$ cat config.mk
export PLATFORM = sky130hd
export DESIGN_NAME = frame_timing_cfg_ctrl
export DESIGN_NICKNAME = d
export VERILOG_FILES = /design/src/rtl/frame_timing_pkg.sv /design/src/rtl/frame_timing_rom.sv /design/src/rtl/frame_timing_cfg_ctrl.sv
export SDC_FILE = /design/constraint.sdc
export NUM_CORES = 1
export LEC_CHECK = 0
export CAP_MARGIN = 5
export CORE_AREA = 2 2 76 78
export CTS_CLUSTER_DIAMETER = 150
export DETAILED_ROUTE_END_ITERATION = 6
export DIE_AREA = 0 0 78 80
export GPL_TIMING_DRIVEN = 0
export PLACE_DENSITY_LB_ADDON = 0.2
export REMOVE_ABC_BUFFERS = 1
export SLEW_MARGIN = 20
export SYNTH_ARGS = -nofsm -noshare
export SYNTH_HDL_FRONTEND = slang
export SYNTH_SLANG_ARGS = --single-unit
$ cat constraint.sdc
create_clock -name i_clk -period 4.35 [get_ports i_clk]
set_clock_uncertainty 0.1 [all_clocks]
set_input_delay 0.87 -clock i_clk [delete_from_list [all_inputs] [get_ports i_clk]]
set_output_delay 0.87 -clock i_clk [all_outputs]
set_load 0.01 [all_outputs]
$ cat src/rtl/frame_timing_pkg.sv
`default_nettype none
// ============================================================================
//  Module      : frame_timing_pkg
//  Description : Shared definitions for the frame timing configuration
//                sequencer: supported resolution codes, the timing parameter
//                set handed to the generator, and the sequencer state type.
//  Revision    : 1.0 - initial release
// ============================================================================
package frame_timing_pkg;

    // Supported resolution codes
    localparam logic [4:0] RES_720P60  = 5'h08;
    localparam logic [4:0] RES_1080P60 = 5'h10;
    localparam logic [4:0] RES_1080I50 = 5'h12;
    localparam logic [4:0] RES_1080I60 = 5'h13;

    // Full timing set; field order is also the MSB-to-LSB packing order
    typedef struct packed {
        logic [12:0] hs_total;
        logic [12:0] vs_total;
        logic [12:0] hsyn_num;
        logic [12:0] vsyn_num;
        logic [12:0] start_pix;
        logic [12:0] end_pix;
        logic [12:0] start_h;
        logic [12:0] end_h;
    } timing_set_t;

    // Sequencer states, explicitly encoded
    typedef enum logic [2:0] {
        ST_IDLE       = 3'd0,
        ST_WAIT_FRAME = 3'd1,
        ST_DISABLE    = 3'd2,
        ST_QUIET      = 3'd3,
        ST_LOAD       = 3'd4,
        ST_ENABLE     = 3'd5,
        ST_LOCK       = 3'd6
    } ftc_state_e;

endpackage
`default_nettype wire

$ cat src/rtl/frame_timing_rom.sv
`default_nettype none
// ============================================================================
//  Module      : frame_timing_rom
//  Description : Combinational lookup from resolution code to timing set.
//  Ports       : i_code  - resolution code to look up
//                o_set   - timing set for the code (all zero if unsupported)
//                o_valid - high when the code is supported
//  Revision    : 1.0 - initial release
// ============================================================================
module frame_timing_rom
    import frame_timing_pkg::*;
(
    input  logic [4:0]  i_code,
    output timing_set_t o_set,
    output logic        o_valid
);

    always_comb begin
        o_set   = '0;
        o_valid = 1'b0;
        case (i_code)
            RES_720P60: begin
                o_set   = {13'd1649, 13'd750, 13'd39, 13'd5,
                           13'd259, 13'd1539, 13'd25, 13'd745};
                o_valid = 1'b1;
            end
            RES_1080P60, RES_1080I60: begin
                o_set   = {13'd2199, 13'd1125, 13'd43, 13'd5,
                           13'd191, 13'd2111, 13'd41, 13'd1121};
                o_valid = 1'b1;
            end
            RES_1080I50: begin
                o_set   = {13'd2639, 13'd1125, 13'd43, 13'd5,
                           13'd191, 13'd2111, 13'd41, 13'd1121};
                o_valid = 1'b1;
            end
            default: begin
                o_set   = '0;
                o_valid = 1'b0;
            end
        endcase
    end

endmodule
`default_nettype wire

$ cat src/rtl/frame_timing_cfg_ctrl.sv
`default_nettype none
// ============================================================================
//  Module      : frame_timing_cfg_ctrl
//  Description : Resolution-change sequencer for the frame timing generator.
//                Waits for a frame boundary, disables the generator, holds it
//                quiet, loads the new timing set, re-enables and confirms lock
//                on the first new vsync.
//  Ports       : i_clk/i_rst        - pixel clock, async active-high reset
//                i_req_valid/code   - change request; o_req_ready in IDLE only
//                i_vsyn             - generator vsync (same clock domain)
//                o_frm_gen_enable   - generator enable
//                o_resolution, o_hs_total .. o_end_h - active timing set
//                o_busy/o_locked    - status; o_done/o_err - one-cycle pulses
//  Config      : FTC_TIMEOUT_EN - enables the WAIT_FRAME/LOCK watchdog
//  Revision    : 1.0 - initial release
// ============================================================================
module frame_timing_cfg_ctrl
    import frame_timing_pkg::*;
#(
    parameter int P_QUIET_CYC = 16,
    parameter int P_TIMEOUT   = 2_000_000,
    parameter int P_CNT_W     = 21
) (
    input  logic        i_clk,
    input  logic        i_rst,
    input  logic        i_req_valid,
    input  logic [4:0]  i_req_code,
    output logic        o_req_ready,
    input  logic        i_vsyn,
    output logic        o_frm_gen_enable,
    output logic [4:0]  o_resolution,
    output logic [12:0] o_hs_total,
    output logic [12:0] o_vs_total,
    output logic [12:0] o_hsyn_num,
    output logic [12:0] o_vsyn_num,
    output logic [12:0] o_start_pix,
    output logic [12:0] o_end_pix,
    output logic [12:0] o_start_h,
    output logic [12:0] o_end_h,
    output logic        o_busy,
    output logic        o_locked,
    output logic        o_done,
    output logic        o_err
);

    // Without the watchdog the counter only has to span the quiet period
`ifdef FTC_TIMEOUT_EN
    localparam int c_cnt_w = P_CNT_W;
`else
    localparam int c_cnt_w = $clog2(P_QUIET_CYC + 1);
`endif

    generate
        if ((P_QUIET_CYC < 4) || ((P_CNT_W < 31) && (P_TIMEOUT >= (1 << P_CNT_W)))) begin : g_bad_params
            $error("frame_timing_cfg_ctrl: P_QUIET_CYC must be >= 4 and P_CNT_W must hold P_TIMEOUT");
        end
    endgenerate

    ftc_state_e         r_state;
    ftc_state_e         w_state_nxt;
    logic [4:0]         r_code;
    logic               r_vsyn_d;
    logic [c_cnt_w-1:0] r_cnt;
    logic               r_en;
    logic [4:0]         r_res;
    timing_set_t        r_set;
    logic               r_busy;
    logic               r_locked;
    logic               r_done;
    logic               r_err;

    logic [4:0]         w_rom_code;
    timing_set_t        w_rom_set;
    logic               w_rom_valid;
    logic               w_rise;
    logic               w_same;
    logic               w_quiet_last;
    logic               w_tmo;
    logic               w_wdog_run;
    logic               w_cnt_run;

    // One lookup serves both the acceptance check (live code in IDLE) and
    // the load (latched code afterwards).
    assign w_rom_code = (r_state == ST_IDLE) ? i_req_code : r_code;

    frame_timing_rom u_rom (
        .i_code  (w_rom_code),
        .o_set   (w_rom_set),
        .o_valid (w_rom_valid)
    );

    // r_vsyn_d always tracks, but a rise only matters in WAIT_FRAME/LOCK, so a
    // rise seen on the accept cycle itself is never counted.
    assign w_rise       = i_vsyn & ~r_vsyn_d;
    assign w_same       = (i_req_code == r_res) && r_locked;
    assign w_quiet_last = (r_cnt == c_cnt_w'(P_QUIET_CYC - 1));

`ifdef FTC_TIMEOUT_EN
    assign w_tmo      = (r_cnt == c_cnt_w'(P_TIMEOUT - 1));
    assign w_wdog_run = (r_state == ST_WAIT_FRAME) || (r_state == ST_LOCK);
`else
    assign w_tmo      = 1'b0;
    assign w_wdog_run = 1'b0;
`endif

    // Counter restarts from zero on every state entry
    assign w_cnt_run = ((r_state == ST_QUIET) && !w_quiet_last) ||
                       (w_wdog_run && !w_rise && !w_tmo);

    always_comb begin
        w_state_nxt = r_state;
        case (r_state)
            ST_IDLE: begin
                if (i_req_valid && w_rom_valid && !w_same) begin
                    w_state_nxt = r_en ? ST_WAIT_FRAME : ST_LOAD;
                end
            end
            ST_WAIT_FRAME: if (w_rise || w_tmo) w_state_nxt = ST_DISABLE;
            ST_DISABLE:    w_state_nxt = ST_QUIET;
            ST_QUIET:      if (w_quiet_last) w_state_nxt = ST_LOAD;
            ST_LOAD:       w_state_nxt = ST_ENABLE;
            ST_ENABLE:     w_state_nxt = ST_LOCK;
            ST_LOCK:       if (w_rise || w_tmo) w_state_nxt = ST_IDLE;
            default:       w_state_nxt = ST_IDLE;
        endcase
    end

    always_ff @(posedge i_clk or posedge i_rst) begin
        if (i_rst) begin
            r_state  <= ST_IDLE;
            r_code   <= '0;
            r_vsyn_d <= 1'b0;
            r_cnt    <= '0;
            r_en     <= 1'b0;
            r_res    <= '0;
            r_set    <= '0;
            r_busy   <= 1'b0;
            r_locked <= 1'b0;
            r_done   <= 1'b0;
            r_err    <= 1'b0;
        end else begin
            r_state  <= w_state_nxt;
            r_vsyn_d <= i_vsyn;
            r_busy   <= (w_state_nxt != ST_IDLE);
            r_done   <= 1'b0;
            r_err    <= 1'b0;
            r_cnt    <= w_cnt_run ? r_cnt + 1'b1 : '0;
            case (r_state)
                ST_IDLE: begin
                    if (i_req_valid) begin
                        r_code <= i_req_code;
                        if (!w_rom_valid) begin
                            r_err <= 1'b1;
                        end else if (w_same) begin
                            r_done <= 1'b1;
                        end
                    end
                end
                ST_DISABLE: begin
                    r_en     <= 1'b0;
                    r_locked <= 1'b0;
                end
                ST_LOAD: begin
                    r_set <= w_rom_set;
                    r_res <= r_code;
                end
                ST_ENABLE: r_en <= 1'b1;
                ST_LOCK: begin
                    if (w_rise) begin
                        r_locked <= 1'b1;
                        r_done   <= 1'b1;
                    end else if (w_tmo) begin
                        // Lock timeout leaves the generator running, unlocked
                        r_err <= 1'b1;
                    end
                end
                default: ;
            endcase
        end
    end

    assign o_req_ready      = (r_state == ST_IDLE);
    assign o_frm_gen_enable = r_en;
    assign o_resolution     = r_res;
    assign o_hs_total       = r_set.hs_total;
    assign o_vs_total       = r_set.vs_total;
    assign o_hsyn_num       = r_set.hsyn_num;
    assign o_vsyn_num       = r_set.vsyn_num;
    assign o_start_pix      = r_set.start_pix;
    assign o_end_pix        = r_set.end_pix;
    assign o_start_h        = r_set.start_h;
    assign o_end_h          = r_set.end_h;
    assign o_busy           = r_busy;
    assign o_locked         = r_locked;
    assign o_done           = r_done;
    assign o_err            = r_err;

endmodule
`default_nettype wire

# [Word level (Yosys, flattened, before mapping)]
# Cells that the tools add are included.
# Widths: inputs -> output; s select.
[totals] ff_bits=128 out_inout_bits=115 elab_cells=69
[op_classes] n_addsub=1 n_eq_ne=13 mux=21 n_reduce_logical=14 bitwise_logic=2
[op_table] op="$pmux 103 s3" n=1
[op_table] op="$pmux 3 s7" n=1
[op_table] op="$eq 5x5->1 const B" n=3
[op_table] op="$mux 3" n=5
[op_table] op="$eq 5x4->1 const B" n=2
[op_table] op="$mux 5" n=2
[op_table] op="$eq 3x3->1 const B" n=3
[op_table] op="$mux 1" n=9
[op_table] op="$eq 3x2->1 const B" n=2
[op_table] op="$pmux 1 s2" n=3
[op_table] op="$add 5x1->5 const B" n=1
[op_table] op="$eq 5x5->1" n=1
[op_table] op="$logic_and 1x1->1" n=4
[op_table] op="$reduce_and 2->1" n=2
[op_table] op="$reduce_bool 2->1" n=2
[op_table] op="$reduce_or 4->1" n=1
[op_table] op="$eq 3x1->1 const B" n=1
[op_table] op="$logic_not 3->1" n=1
[op_table] op="$reduce_bool 3->1" n=1
[op_table] op="$logic_not 1->1" n=2
[op_table] op="$ne 2x2->1 const B" n=1
[op_table] op="$reduce_or 2->1" n=1
[op_table] op="$and 1x1->1" n=1
[op_table] op="$not 1->1" n=1

# [Longest topological paths before layout]
[depth] ltp_word=10 mapped_depth=6

# [By module]
# Synthesis repeated with hierarchy kept, for this count alone.
[hier_totals] hier_cells=432 area_unflattened_um2=5921.9
[modules_own_cells] mod="frame_timing_cfg_ctrl" cells_per_inst=318 n_inst=1 seq_area_each_um2=3203.1 area_each_um2=5074.9
[modules_own_cells] mod="frame_timing_rom" cells_per_inst=114 n_inst=1 seq_area_each_um2=0.0 area_each_um2=847.1

# [Least setup slack after synthesis]
# No wires, ideal clock.
[synth_timing] path_kind="input port to flip-flop" from="in i_req_code[1]" to="reg r_state[0]" arrival_ps=1774 n_path_buf=0 path_slack_ps=2381 setup_ps=95 stages=4 path_cell_list="nor4b_1 a31oi_1 or3_4 o31ai_1"
[synth_via] elab_chain_cells=8
[synth_rtl] item="start, declared" line_no="frame_timing_cfg_ctrl.sv:27" rtl="input logic [4:0] i_req_code,"
[synth_rtl] item="$mux 5" line_no="frame_timing_cfg_ctrl.sv:84" rtl="assign w_rom_code = (r_state == ST_IDLE) ? i_req_code : r_code;"
[synth_rtl] item="$eq 5x4->1 / $eq 5x5->1 (equally long branches)" line_no="frame_timing_rom.sv:21" rtl="case (i_code)"
[synth_rtl] item="$reduce_or 4->1 (no source line)"
[synth_rtl] item="$mux 1" line_no="frame_timing_rom.sv:21"
[synth_rtl] item="$logic_and 1x1->1" line_no="frame_timing_cfg_ctrl.sv:114" rtl="if (i_req_valid && w_rom_valid && !w_same) begin"
[synth_rtl] item="$logic_and 1x1->1 (*)" line_no="frame_timing_cfg_ctrl.sv:114"
[synth_rtl] item="$mux 3 (*)" line_no="frame_timing_cfg_ctrl.sv:114"
[synth_rtl] item="$pmux 3 s7 (*)" line_no="frame_timing_cfg_ctrl.sv:112" rtl="case (r_state)"
[synth_rtl] item="via w_state_nxt[0]" line_no="frame_timing_cfg_ctrl.sv:60" rtl="ftc_state_e w_state_nxt;"
[synth_rtl] item="end signal, assigned" line_no="frame_timing_cfg_ctrl.sv:142" rtl="r_state <= w_state_nxt;"
[synth_rtl] item="end, declared" line_no="frame_timing_cfg_ctrl.sv:59" rtl="ftc_state_e r_state;"
# Mark *: on every way through the listed nets, which the timed path passes. The rest lies on a longest branch.
# A chain may end at the register's enable or synchronous reset.

# [Final worst setup path]
[layout_timing] from="reg r_state[2]" to="out o_req_ready"
[layout_via] elab_chain_cells=1
[layout_rtl] item="$logic_not 3->1" line_no="frame_timing_cfg_ctrl.sv:182" rtl="assign o_req_ready = (r_state == ST_IDLE);"
[layout_rtl] item="end, declared" line_no="frame_timing_cfg_ctrl.sv:28" rtl="output logic o_req_ready,"
# No other way between the ends.

==> results.tsv <==
metric	value	unit
status	completed	
Via-to-Cell Ratio	4.18	
max-cap violation count	0	
top-count cell post-synth	buf_4	
ranking of synthesized cells by area	dfrtp_1, buf_4, mux2_2	
f_max	366	MHz
switching portion of total power	36.1	%
Post-Syn Area	0.00221	sq mm
Top FF cell, synth	dfrtp_1	
drt pass-1 iters	4	
vias	1370	
final instance area	0.00254	sq mm
CTS tree	yes	
final setup fails	0	
Clk pwr share	16.1	%
row cnt	27	
xor and xnor fraction of the mapped netlist area	3.97	%
Worst Hold Class	reg2reg	
Final Util	47.1	%
total grt overflow	0	
largest family of logic cells by synthesized area	buffers and inverters	
largest net degree at the start of global routing	32	
reg2reg path depth	4	
mux share of post-synthesis cell area	4.08	%
Seq pwr share	34.3	%
layout cell share with drive strength beyond 1	8.59	%
final hold violations	0	
CP Launch Type	register	
Worst Setup End Kind	primary output	
first-pass GRT wire length	5860	microns
post-synthesis sequential area ratio	35.1	%
Die Y	80	microns
IO Count	124	
slowest stage delay, CP	0.60	ns
critical path required time	3.38	ns
hold_buf cts	0	
crit path time final	2.73	ns
worst-path cell chain	nor3_4 -> clkdlybuf4s50_1	
Leak Pwr	1.17	nW
First DRT Iteration DRCs	104	
Area growth, synth to finish	15.3	%
htree depth	2	
initial antenna violation count	0	
Synth top area share	35.1	%
Compound-Gate Fraction of Synth Area	6.46	%
Synth Area in Adders	1.13	%
most common library cells after synthesis	buf_4, dfrtp_1, nand2_1	
crit path launch	r_state[2]$_DFF_PP0_	
Core Box Area	0.00541	sq mm
sw power	0.000564	W
antenna cells	0	
Yosys Warn Count	0	
syn avg cell area	9.68	sq um
post-synth top area cell	dfrtp_1	
Post-synth ARST share	100	%
hold slack	0.360	ns
worst path arrival time	1.76	ns
maximum VDD drop	0.240	mV
post_cts resized	0	
# clock sinks	31	
fin worst setup slack	1.62	ns
worst r2r src	r_state[2]$_DFF_PP0_	
Max clock buf depth	2	
simple-gate share of the synthesized area	12.8	%
die width	78	microns
EDFF count, synth	0	
final wirelength	3720	microns
Buffers on Ports	74	
TritonCTS buffer count	5	
nets	266	
Int Power	0.000999	W
setup bufs post-CTS	0	
clock tree root driver cell	clkbuf_8	
WL/cell	11.3	microns
gate count after technology mapping	228	
reg-to-reg endpoint	o_hs_total[9]$_DFFE_PP0P_	
number of global-route vias before repair	1208	
Tcrit/Tclk final	62.8	%
worst skew pair latency	0.28	ns
Total GRT Usage	12.0	%
Reg clk slew, reported paths	0.07	ns
Setup crit end	o_req_ready	
DRC viols	0	
max-slew violation count	0	
die area	0.00624	sq mm
Final ANT Viol Nets	0	
R2R Setup Slk	2.30	ns
pre-CTS setup slack	1.75	ns
Crit Path Category	reg2out	
Initial Utilization	40.8	%
GP Congestion	0.720	
Slew @ Worst Pin	0.643	ns
Worst slew margin	57.1	%
combinational group share of total power	49.6	%
distinct cell type count after synthesis	38	
DP Area	0.00244	sq mm
Slowest cell on crit path	clkdlybuf4s50_1	
Yosys reg bits	31	
PD cells	614	mW/mm^2
Detail Placement HPWL	2800	microns
RSZ-0062 raised after global routing	no	
TNS Setup	0	ns
Max FO, Critical Path	12	
[cells by family (layout without fill, tap and decap cells)]
logic type | after synthesis | after routing
AO/OA/AOI/OAI | 20 | 20
flip-flops | 31 | 31
other | 1 | 49
AND/OR/NAND/NOR | 47 | 47
XOR/XNOR | 10 | 10
adder cells (fa/ha/maj) | 2 | 2
buffers and inverters | 109 | 89
multiplexers | 8 | 8
[per-layer routing]
| metal | share of wire [%] | GRT usage [%] | up-vias |
|---|---|---|---|
| met3 | 9.8 | 3.17 | 8 |
| met4 | 2.3 | 6.32 | 0 |
| met2 | 44 | 18.5 | 83 |
| met5 | 0 | 0 | - |
| met1 | 44 | 15.4 | 628 |
| li1 | - | - | 651 |
[stage by stage]
| stage | total power, W | instances |
|---|---|---|
| 5_1_grt | 0.00168 | 328 |
| 4_1_cts | 0.00158 | 328 |
| 2_1_floorplan | 0.000847 | 174 |
| 6_report | 0.00156 | 328 |
| 3_3_place_gp | 0.00132 | 320 |
| 3_5_place_dp | 0.00133 | 320 |
[layout make-up]
type | count | area (sq um)
clock buffer | 8 | 100
fill | 521 | 2860
timing repair buffer | 74 | 741
tap | 72 | 90.1
sequential | 31 | 776
multi-input combinational | 136 | 812
inverter | 7 | 26.3
[placed cells by master, fill, tap and decap left out, types with 2 or more instances in the layout]
| cell | n |
|---|---|
| conb_1 | 49 |
| nand3_1 | 3 |
| mux2_2 | 8 |
| xor2_1 | 4 |
| and3_1 | 2 |
| o22a_1 | 2 |
| o31ai_1 | 2 |
| o21ai_0 | 7 |
| nor3_1 | 2 |
| clkdlybuf4s50_1 | 74 |
| a22o_1 | 3 |
| inv_1 | 6 |
| xnor2_1 | 6 |
| nand2b_1 | 4 |
| dfrtp_1 | 31 |
| nand2_1 | 13 |
| nor2b_1 | 2 |
| nor2_1 | 10 |
| clkbuf_8 | 7 |
| ha_1 | 2 |
[power groups by stage]
stage / logic, W / clock network, W / registers [W]
after global routing: 0.000841 / 0.000269 / 0.000566
after floorplan: 0.000222 / 0 / 0.000626
after detailed placement: 0.000781 / 0 / 0.000545
final: 0.000775 / 0.000251 / 0.000536
after global placement: 0.000776 / 0 / 0.000541
after CTS: 0.000785 / 0.000256 / 0.000539
[critical path, delay by kind of cell, from the launching register on]
family / cells / cell delay, ns
buffers and inverters: 1 / 0.60
DFF: 1 / 0.53
and+or+nand+nor: 1 / 0.35
[state kept, by name (all words and copies together) (netlist names)]
signal            cells
o_done                1
o_frm_gen_enable      1
o_locked              1
o_resolution          5
o_vs_total            3
o_hs_total            4
o_busy                1
o_err                 1
r_code                5
r_state               3
r_cnt                 5
r_vsyn_d              1
[how the worst min path moves through the flow]
| stage | endpoint | startpoint | slack (ns) | depth (start not counted) |
|---|---|---|---|---|
| after global placement | r_cnt[0]$_DFF_PP0_ | r_cnt[0]$_DFF_PP0_ | 0.35 | 1 |
| after floorplan | r_cnt[0]$_DFF_PP0_ | r_cnt[0]$_DFF_PP0_ | 0.33 | 1 |
| final | r_cnt[0]$_DFF_PP0_ | r_cnt[0]$_DFF_PP0_ | 0.36 | 1 |
| after detailed placement | r_cnt[0]$_DFF_PP0_ | r_cnt[0]$_DFF_PP0_ | 0.35 | 1 |
| after CTS | r_cnt[0]$_DFF_PP0_ | r_cnt[0]$_DFF_PP0_ | 0.36 | 1 |
| after global routing | r_cnt[0]$_DFF_PP0_ | r_cnt[0]$_DFF_PP0_ | 0.42 | 1 |
Power figures use the tool's default switching activity.
